===== src/rtl/timer_pkg.sv =====
// rtl/timer_pkg.sv - shared register map and bit positions for the timer block
package timer_pkg;

    // Word addresses, compared against the full 24-bit bus address
    localparam logic [23:0] TIMER_ADR_CTRL     = 24'd0;
    localparam logic [23:0] TIMER_ADR_STATUS   = 24'd1;
    localparam logic [23:0] TIMER_ADR_RELOAD   = 24'd2;
    localparam logic [23:0] TIMER_ADR_COUNT    = 24'd3;
    localparam logic [23:0] TIMER_ADR_PRESCALE = 24'd4;
    localparam logic [23:0] TIMER_ADR_CAPTURE  = 24'd5;

    // CTRL bit positions
    localparam int TIMER_CTRL_EN      = 0;
    localparam int TIMER_CTRL_ONESHOT = 1;
    localparam int TIMER_CTRL_IE      = 2;

    // STATUS bit positions
    localparam int TIMER_STATUS_MATCH = 0;
    localparam int TIMER_STATUS_CAPT  = 1;

endpackage


===== src/rtl/timer_if.sv =====
// rtl/timer_if.sv - Wishbone register bus bundle for the timer
// Signals: wb_cyc/wb_stb/wb_we strobes, wb_adr word address, wb_i_dat write
// data, wb_ack zero-wait acknowledge, wb_o_dat read data.
interface timer_if;
    logic        wb_cyc;
    logic        wb_stb;
    logic        wb_we;
    logic [23:0] wb_adr;
    logic [15:0] wb_i_dat;
    logic        wb_ack;
    logic [15:0] wb_o_dat;

    modport master (
        output wb_cyc, wb_stb, wb_we, wb_adr, wb_i_dat,
        input  wb_ack, wb_o_dat
    );

    modport slave (
        input  wb_cyc, wb_stb, wb_we, wb_adr, wb_i_dat,
        output wb_ack, wb_o_dat
    );
endinterface


===== src/rtl/timer_prescaler.sv =====
// rtl/timer_prescaler.sv - divide-by-(PRESCALE+1) tick generator
// Ports: i_clk, i_rst_n (sync, active-low), i_en (run), i_prescale (terminal
// value), i_clr (restart count), o_tick (one-cycle tick, combinational).
module timer_prescaler (
    input  logic        i_clk,
    input  logic        i_rst_n,
    input  logic        i_en,
    input  logic [15:0] i_prescale,
    input  logic        i_clr,
    output logic        o_tick
);

    logic [15:0] pre_cnt_q;
    logic [15:0] pre_cnt_d;

    always_comb begin
        o_tick    = i_en && (pre_cnt_q == i_prescale);
        pre_cnt_d = pre_cnt_q + 16'd1;
        // Held at zero while stopped so the first tick after enabling
        // lands exactly PRESCALE+1 edges later.
        if (!i_en || i_clr || o_tick) begin
            pre_cnt_d = '0;
        end
    end

    always_ff @(posedge i_clk) begin
        if (!i_rst_n) begin
            pre_cnt_q <= '0;
        end else begin
            pre_cnt_q <= pre_cnt_d;
        end
    end

endmodule


===== src/rtl/timer.sv =====
// rtl/timer.sv - programmable down-counting timer with Wishbone registers
// Ports: i_clk, i_rst_n (sync, active-low), i_capture (external event),
// o_irq (level interrupt), wb (timer_if.slave register bus).
// Optional feature macro: TIMER_CAPTURE_EN (capture register + CAPT flag).
module timer
    import timer_pkg::*;
#(
    parameter int CNT_W = 16
) (
    input  logic   i_clk,
    input  logic   i_rst_n,
    input  logic   i_capture,
    output logic   o_irq,
    timer_if.slave wb
);

    logic [2:0]       ctrl_q, ctrl_d;
    logic             match_q, match_d;
    logic [CNT_W-1:0] reload_q, reload_d;
    logic [CNT_W-1:0] count_q, count_d;
    logic [15:0]      prescale_q, prescale_d;

    logic wr_en, wr_ctrl, wr_status, wr_reload, wr_count, wr_prescale;
    logic tick, match_evt;

    assign wb.wb_ack   = wb.wb_cyc & wb.wb_stb;
    assign wr_en       = wb.wb_cyc & wb.wb_stb & wb.wb_we;
    assign wr_ctrl     = wr_en && (wb.wb_adr == TIMER_ADR_CTRL);
    assign wr_status   = wr_en && (wb.wb_adr == TIMER_ADR_STATUS);
    assign wr_reload   = wr_en && (wb.wb_adr == TIMER_ADR_RELOAD);
    assign wr_count    = wr_en && (wb.wb_adr == TIMER_ADR_COUNT);
    assign wr_prescale = wr_en && (wb.wb_adr == TIMER_ADR_PRESCALE);

    timer_prescaler u_prescaler (
        .i_clk      (i_clk),
        .i_rst_n    (i_rst_n),
        .i_en       (ctrl_q[TIMER_CTRL_EN]),
        .i_prescale (prescale_q),
        .i_clr      (wr_count),
        .o_tick     (tick)
    );

    // A COUNT write in the same cycle swallows the tick entirely.
    assign match_evt = tick && !wr_count && (count_q == '0);

`ifdef TIMER_CAPTURE_EN
    // [0],[1]: synchronizer stages; [2]: previous synced value for edge detect
    logic [2:0]       capt_sync_q, capt_sync_d;
    logic             capt_q, capt_d;
    logic [CNT_W-1:0] capture_q, capture_d;
    logic             capt_evt;

    always_comb begin
        capt_sync_d = {capt_sync_q[1:0], i_capture};
        capt_evt    = capt_sync_q[1] & ~capt_sync_q[2];
        // Set has priority over a software clear in the same cycle.
        capt_d      = (capt_q & ~(wr_status & wb.wb_i_dat[TIMER_STATUS_CAPT])) | capt_evt;
        capture_d   = capt_evt ? count_q : capture_q;
    end

    always_ff @(posedge i_clk) begin
        if (!i_rst_n) begin
            capt_sync_q <= '0;
            capt_q      <= 1'b0;
            capture_q   <= '0;
        end else begin
            capt_sync_q <= capt_sync_d;
            capt_q      <= capt_d;
            capture_q   <= capture_d;
        end
    end
`else
    logic             capt_q;
    logic [CNT_W-1:0] capture_q;
    logic             unused_capture;

    assign capt_q         = 1'b0;
    assign capture_q      = '0;
    assign unused_capture = i_capture;
`endif

    always_comb begin
        ctrl_d     = ctrl_q;
        reload_d   = reload_q;
        count_d    = count_q;
        prescale_d = prescale_q;

        if (tick) begin
            count_d = (count_q == '0) ? reload_q : count_q - CNT_W'(1);
        end
        if (match_evt && ctrl_q[TIMER_CTRL_ONESHOT]) begin
            ctrl_d[TIMER_CTRL_EN] = 1'b0;
        end

        // Bus writes come last so they override the counter's own updates.
        if (wr_ctrl)     ctrl_d     = wb.wb_i_dat[2:0];
        if (wr_reload)   reload_d   = wb.wb_i_dat[CNT_W-1:0];
        if (wr_count)    count_d    = wb.wb_i_dat[CNT_W-1:0];
        if (wr_prescale) prescale_d = wb.wb_i_dat;

        match_d = (match_q & ~(wr_status & wb.wb_i_dat[TIMER_STATUS_MATCH])) | match_evt;
    end

    always_ff @(posedge i_clk) begin
        if (!i_rst_n) begin
            ctrl_q     <= '0;
            match_q    <= 1'b0;
            reload_q   <= '0;
            count_q    <= '0;
            prescale_q <= '0;
        end else begin
            ctrl_q     <= ctrl_d;
            match_q    <= match_d;
            reload_q   <= reload_d;
            count_q    <= count_d;
            prescale_q <= prescale_d;
        end
    end

    logic [15:0] reload_ext, count_ext, capture_ext, rdata;

    always_comb begin
        reload_ext               = '0;
        count_ext                = '0;
        capture_ext              = '0;
        reload_ext[CNT_W-1:0]    = reload_q;
        count_ext[CNT_W-1:0]     = count_q;
        capture_ext[CNT_W-1:0]   = capture_q;

        case (wb.wb_adr)
            TIMER_ADR_CTRL:     rdata = {13'd0, ctrl_q};
            TIMER_ADR_STATUS:   rdata = {14'd0, capt_q, match_q};
            TIMER_ADR_RELOAD:   rdata = reload_ext;
            TIMER_ADR_COUNT:    rdata = count_ext;
            TIMER_ADR_PRESCALE: rdata = prescale_q;
            TIMER_ADR_CAPTURE:  rdata = capture_ext;
            default:            rdata = '0;
        endcase
        wb.wb_o_dat = rdata;
    end

    assign o_irq = ctrl_q[TIMER_CTRL_IE] & (match_q | capt_q);

endmodule


===== src/flat_wrapper.sv =====
// flat-port wrapper written by rule: the top's interface ports become plain ports
module timer_flat import timer_pkg::*;
#(
    parameter int CNT_W = 16
)
  (i_clk, i_rst_n, i_capture, o_irq, wb_wb_cyc, wb_wb_stb, wb_wb_we, wb_wb_adr, wb_wb_i_dat, wb_wb_ack, wb_wb_o_dat);
  timer_if wb_i ();
  input  logic i_clk;
  input  logic i_rst_n;
  input  logic i_capture;
  output logic o_irq;
  input wire logic [$bits(wb_i.wb_cyc)-1:0] wb_wb_cyc;
  input wire logic [$bits(wb_i.wb_stb)-1:0] wb_wb_stb;
  input wire logic [$bits(wb_i.wb_we)-1:0] wb_wb_we;
  input wire logic [$bits(wb_i.wb_adr)-1:0] wb_wb_adr;
  input wire logic [$bits(wb_i.wb_i_dat)-1:0] wb_wb_i_dat;
  output wire logic [$bits(wb_i.wb_ack)-1:0] wb_wb_ack;
  output wire logic [$bits(wb_i.wb_o_dat)-1:0] wb_wb_o_dat;
  assign wb_i.wb_cyc = wb_wb_cyc;
  assign wb_i.wb_stb = wb_wb_stb;
  assign wb_i.wb_we = wb_wb_we;
  assign wb_i.wb_adr = wb_wb_adr;
  assign wb_i.wb_i_dat = wb_wb_i_dat;
  assign wb_wb_ack = wb_i.wb_ack;
  assign wb_wb_o_dat = wb_i.wb_o_dat;
  timer #(.CNT_W(CNT_W)) u_core (.i_clk(i_clk), .i_rst_n(i_rst_n), .i_capture(i_capture), .o_irq(o_irq), .wb(wb_i));
endmodule

===== config.mk =====
export PLATFORM = sky130hd
export DESIGN_NAME = timer_flat
export DESIGN_NICKNAME = d
export VERILOG_FILES = /design/src/rtl/timer_pkg.sv /design/src/rtl/timer_if.sv /design/src/rtl/timer_prescaler.sv /design/src/rtl/timer.sv /design/src/flat_wrapper.sv
export SDC_FILE = /design/constraint.sdc
export NUM_CORES = 1
export LEC_CHECK = 0
export BUFFER_PORTS_ARGS = -buffer_cell sky130_fd_sc_hd__buf_2
export CAP_MARGIN = 20
export CORE_UTILIZATION = 40
export DETAILED_ROUTE_END_ITERATION = 6
export GPL_ROUTABILITY_DRIVEN = 0
export GPL_TIMING_DRIVEN = 0
export SLEW_MARGIN = 40
export SYNTH_ARGS = -nofsm -noshare
export SYNTH_HDL_FRONTEND = slang
export SYNTH_SLANG_ARGS = --single-unit
export TNS_END_PERCENT = 30

===== constraint.sdc =====
create_clock -name i_clk -period 2.1 [get_ports i_clk]
set_clock_uncertainty 0.1 [all_clocks]
set_input_delay 0 -clock i_clk [delete_from_list [all_inputs] [get_ports i_clk]]
set_output_delay 0 -clock i_clk [all_outputs]
set_load 0.01 [all_outputs]

==> results.ini, run 1 <==
[outcome]
status=complete, but fails checks
violations=setup timing

[die]
dieArea_mm2=0.009856
die_h_um=99.28
initial_core_util_pct=41.16
core-area_mm2=0.009196
ioPinCount=64
rows=35
chipWidth_um=99.28

[grt]
grtUsageMet3_pct=4.006
grt_pass1_vias=3758
grt.overflow.total=0
gr-usage-met1_pct=37.18
busiest_layer=met2
antenna_found_initial=0
groute.usage.overall_pct=25.83
grt_max_degree=12
grt_first_pass_wirelength_um=19540
grt.met2_usage_pct=38.78

[sta]
rsz0062_at_grt=true
finalCriticalPeriod_ns=2.320
fmax_mhz=431.1
max_slew_margin_pct=54.47
finalSetupViolCount=12
drv_slew=0
worstMarginPinSlew_ns=0.6830
fin_ws_ns=-0.2197
finalCritPeriodShare_pct=110.5
finalHoldViolations=0
final.setup.tns_ns=-2.055

[synth]
synth_warnings=0
syn_nets=541
ys_ff_latch=68
netlist_instances=492
ys_seq_area_share_pct=35.97
syn_area_mm2=0.003785
synthArstFlopShare_pct=0
synth_top_area_share_pct=35.97
synth_edf_count=0
synth.distinct_cells=42
synthTopCellsByArea=dfxtp_1 36%, nand2_1 9.8%, xor2_1 5.8%
synth.avg_cell_area_um2=7.693
ys.flop_type=dfxtp_1
yosys.area.top_type=dfxtp_1

[worst_hold_path]
holdCritPathClass=primary input to flip-flop
min_path_cells=4
holdCritStartpoint=wb_wb_adr[0]
min_to=u_core.ctrl_q[0]

[power_and_ir_drop]
irDropWorstVdd_v=0.0003489
total_leakage_power_nw=2.013
power_density_mw_per_mm2=508.9
p_seq_share_pct=51.5
combPwrFrac_pct=6.1
clockPowerShare_pct=42.4
p_switching_mw=0.6016
p_int_mw=1.890
power_mw=2.492
swShare_pct=24.15

[drt]
num_vias=3952
wl_per_cell_um=17.45
viasPerCell=5.598
ant_nets=0
routed_wl_um=12320
drt_iter0_markers=263
drc=0
firstDrtPassIters=5

[setup_path]
startpoint_type=flip-flop
required_ns=2.23
ff2ff_path_depth=6
timing.rr.end=u_core.count_ext[5]
reg2reg_from=u_core.count_ext[10]
reg2reg_slack_ns=-0.22
worstSetupPathType=flip-flop to flip-flop
end_kind=flip-flop
path_max_fanout=10
cp.arrival_ns=2.45

[flow_run]
drv_cap=0

[cts]
clkSinkCount=68
clockRootBuffer=clkbuf_8
h-tree-depth=3
cts_tree=yes
clk_latency_ns=0.34
numCtsBuffers=9
clk_pin_slew_ns=0.07
cts_max_path_buffers=2

[layout]
drive_above_1_share_pct=24.54
num_antenna_cells=0
mostFrequentLayoutCell=nand2_1
layout_common_cells=98 x nand2_1, 64 x buf_2, 56 x dfxtp_1
design_area_mm2=0.004896
layout.nets=639
area_growth_pct=29.36

[place]
portBuffers=61
place_hpwl_um=8766
placed_cell_area_mm2=0.004270
dp_slack_ns=-0.6732

-- worst max-delay path by stage --
stage                                    start                          endpoint
after global placement           wb_wb_adr[20]             u_core.prescale_q[15]
after floorplan            u_core.count_ext[1]                    u_core.match_q
after detailed placement         wb_wb_adr[20]  u_core.u_prescaler.pre_cnt_q[14]
final                     u_core.count_ext[10]               u_core.count_ext[5]
after CTS                  u_core.count_ext[5]                    u_core.match_q
after global routing       u_core.count_ext[1]              u_core.count_ext[14]
-- through the flow --
| step | hold slack, ns | util, % | cells |
|---|---|---|---|
| 6_report | 0.09547 | 53.24 | 706 |
| 5_1_grt | 0.1186 | 53.24 | 706 |
| 4_1_cts | 0.06894 | 51.73 | 701 |
| 3_5_place_dp | 0.1518 | 46.44 | 664 |
| 3_3_place_gp | 0.1435 | 46.27 | 664 |
| 2_1_floorplan | -0.001050 | - | 492 |
-- synthesized netlist by cell type (all sizes together), types with 2 or more instances --
cell and number:
xnor2 18, o211ai 8, nor2 36, nand4 4, a21oi 18, mux2i 19
or3 7, buf 7, nand3 42, xor2 25, or4 4, nor4 13
a32oi 6, ha 3, inv 6, o21ai 37, and2 2, a31oi 4
clkbuf 28, or4b 2, o31ai 2, a211o 5, and3 6, nor4b 2
nor3 8, nand2 99, dfxtp 68, o22ai 3, and4b 2
-- logic make-up (layout without fill, tap and decap cells) --
| logic type | after synthesis | after routing | synth area share [%] |
|---|---|---|---|
| XOR/XNOR | 43 | 43 | 9.950 |
| AND/OR/NAND/NOR | 231 | 231 | 28.76 |
| buffers and inverters | 41 | 144 | 4.958 |
| multiplexers | 20 | 20 | 5.620 |
| AO/OA/AOI/OAI | 86 | 86 | 13.75 |
| adder cells (fa/ha/maj) | 3 | 3 | 0.9918 |
| flip-flops | 68 | 68 | 35.97 |
-- timing repair --
action	4_1_cts	5_1_grt
cloned	1	1
pin swaps	8	2
setup endpoints to repair	66	69
hold buffers	17	0
resized for setup	32	36
hold endpoints to repair	52	0
buffers inserted	7	5
-- layer usage --
metal | part of all wire [%] | routed length (um)
met4 | 2.0 | 244
met1 | 48 | 5887
met5 | 0 | 0
met3 | 5.9 | 723
met2 | 44 | 5461
-- state kept, by name, summed over array words and instances, names as in the netlist --
| name | count |
|---|---|
| u_core.count_ext | 16 |
| u_core.prescale_q | 16 |
| u_core.reload_ext | 16 |
| u_core.u_prescaler.pre_cnt_q | 16 |
| u_core.ctrl_q | 3 |
| u_core.match_q | 1 |
-- power by group through the flow --
stage / combinational (mW) / clock [mW] / sequential [mW]
6_report: 0.152 / 1.06 / 1.28
5_1_grt: 0.163 / 1.13 / 1.28
4_1_cts: 0.149 / 1.07 / 1.28
3_5_place_dp: 0.124 / 0 / 1.32
3_3_place_gp: 0.122 / 0 / 1.32
2_1_floorplan: 0.0460 / 0 / 1.32
-- area by class of cell --
cell class                      instances  area [um2]
Timing Repair Buffer                   92       621.8
Multi-Input combinational cell        383        2352
Fill cell                             882        4300
Inverter                                6       27.53
Sequential cell                        68        1386
Clock buffer                           10       127.6
Clock inverter                          6       55.05
Tap cell                              111       138.9
Buffer                                 30       186.4
-- critical path, cell delays in order, from the launching register on --
cell and delay (ns):
dfxtp_2 0.36, or4_4 0.59, or4_4 0.59, buf_8 0.19, nand2_2 0.05, o21ai_1 0.08, o31ai_1 0.25
(Power assumes the default switching activity.)
==> inputs of run 2 (changes only) <==
--- a/config.mk
+++ b/config.mk
@@ -7,10 +7,13 @@
 export LEC_CHECK = 0
 export BUFFER_PORTS_ARGS = -buffer_cell sky130_fd_sc_hd__buf_2
 export CAP_MARGIN = 20
-export CORE_UTILIZATION = 40
+export CELL_PAD_IN_SITES_DETAIL_PLACEMENT = 1
+export CELL_PAD_IN_SITES_GLOBAL_PLACEMENT = 1
+export CORE_UTILIZATION = 37
 export DETAILED_ROUTE_END_ITERATION = 6
 export GPL_ROUTABILITY_DRIVEN = 0
 export GPL_TIMING_DRIVEN = 0
+export PLACE_DENSITY_LB_ADDON = 0.1
 export SLEW_MARGIN = 40
 export SYNTH_ARGS = -nofsm -noshare
 export SYNTH_HDL_FRONTEND = slang
==> run 2 against run 1 <==
  * Sequential power barely moved
  * Worst hold slack got worse by 0.067 ns
  * Final area rose by 3.2%
  * Core utilization fell by 2.0 points
  * Global-route usage rose by 1.2 points
  * Clock-buffer cell count fell by 1
  * Clock power rose by 5%
  * Combinational power rose by 3%
  * Cell count rose by 4.1%
  * Register-to-register slack got worse by 0.05 ns
  * The run still ends with setup timing left
  * Routed wire length rose by 15%
==> results.ini, run 2 (synthesis gave the netlist of run 1 again) <==
[grt]
grt.overflow.total=0
grt_first_pass_wirelength_um=20960
grt_max_degree=13
antenna_found_initial=0
groute.usage.overall_pct=27.01
grt_pass1_vias=3892

[setup_path]
path_max_fanout=5
end_kind=flip-flop
required_ns=2.25
startpoint_type=flip-flop
cp.arrival_ns=2.52
worstSetupPathType=flip-flop to flip-flop

[layout]
layout.nets=646
drive_above_1_share_pct=26.41
mostFrequentLayoutCell=nand2_1
fin_util_pct=51.21
layout_common_cells=98 x nand2_1, 65 x buf_2, 53 x dfxtp_1
num_antenna_cells=0
area_growth_pct=33.45

[cts]
cts_tree=yes
clk_pin_slew_ns=0.08
clkSinkCount=68
clk_latency_ns=0.37
cts_max_path_buffers=2
clockRootBuffer=clkbuf_8
numCtsBuffers=9
h-tree-depth=3

[worst_hold_path]
holdCritPathClass=primary input to flip-flop

[drt]
wl_per_cell_um=19.25
routed_wl_um=14150
viasPerCell=5.566
firstDrtPassIters=5
num_vias=4091
drt_iter0_markers=252
drc=0
ant_nets=0

[die]
initial_core_util_pct=38.37
ioPinCount=64
chipWidth_um=103.1
dieArea_mm2=0.01064
core-area_mm2=0.009864
rows=36
die_h_um=103.1

[power_and_ir_drop]
irDropWorstVdd_v=0.0004041
power_density_mw_per_mm2=503.5
total_leakage_power_nw=2.055

[sta]
max_slew_margin_pct=51.08
fmax_mhz=422.8
rsz0062_at_grt=true
finalCriticalPeriod_ns=2.365
finalSetupViolCount=32
finalHoldViolations=0
finalCritPeriodShare_pct=112.6
final.setup.tns_ns=-2.756
fin_ws_ns=-0.2654
drv_slew=0
worstMarginPinSlew_ns=0.7271

[outcome]
status=complete, but fails checks
violations=setup timing

[place]
place_hpwl_um=10000
portBuffers=61

[flow_run]
drv_cap=0

## run 2: critical path, cell delays in order, from the launching register on
cell	delay, ns
dfxtp_4	0.35
or4_4	0.56
or4_4	0.64
buf_16	0.17
o21ai_0	0.20
or3_1	0.15
nand3_1	0.08
## run 2: repair_timing
item,CTS,global route
pin swaps,10,12
endpoints found under the hold margin,52,0
setup buffers,9,10
hold buffers,16,0
resized for setup,46,21
gates cloned,2,1
endpoints found under the setup margin,72,52
## run 2: final timing paths
path / cells after the start / startpoint / endpoint / slack, ns
setup reg to reg: 6 / u_core.count_ext[5] / u_core.count_ext[0] / -0.27
setup / recovery: 6 / u_core.count_ext[5] / u_core.count_ext[0] / -0.27
hold reg to reg: 2 / u_core.reload_ext[5] / u_core.reload_ext[5] / 0.38
hold / removal: 3 / i_rst_n / u_core.count_ext[5] / 0.03
## run 2: area by class of cell
class,instances,area [um2]
Buffer,30,188.9
Inverter,6,27.53
Fill cell,1210,4813
Clock inverter,7,67.56
Timing Repair Buffer,99,674.4
Tap cell,133,166.4
Multi-Input combinational cell,383,2410
Clock buffer,9,123.9
Sequential cell,68,1393
## run 2: report_power, final
part           total, mW  leakage [nW]  internal [mW]  switching, mW
combinational      0.156          1.40         0.0672         0.0892
sequential          1.28         0.557           1.28   0.0000000139
clock               1.11         0.103          0.544          0.562
## run 2: through the flow
stage	power, mW	area [um2]	hold WS, ns	cells	setup WS, ns
after detailed placement	1.449	4298	0.1491	686	-0.8292
after floorplan	1.364	3811	-0.001050	492	-0.1253
final	2.543	5051	0.02892	735	-0.2654
after global routing	2.627	5051	0.02138	735	-0.3260
after global placement	1.446	4283	0.1468	686	-0.8075
after CTS	2.560	4886	0.006741	725	-0.1859
## run 2: layer usage
metal  global-route usage [%]  share of wire, %  vias to the layer above
met5                        0                 0                        -
li1                         -                 -                     1933
met2                    44.56                48                      129
met1                    35.23                45                     2017
met3                    6.508               5.3                       12
met4                    7.151               1.6                        0
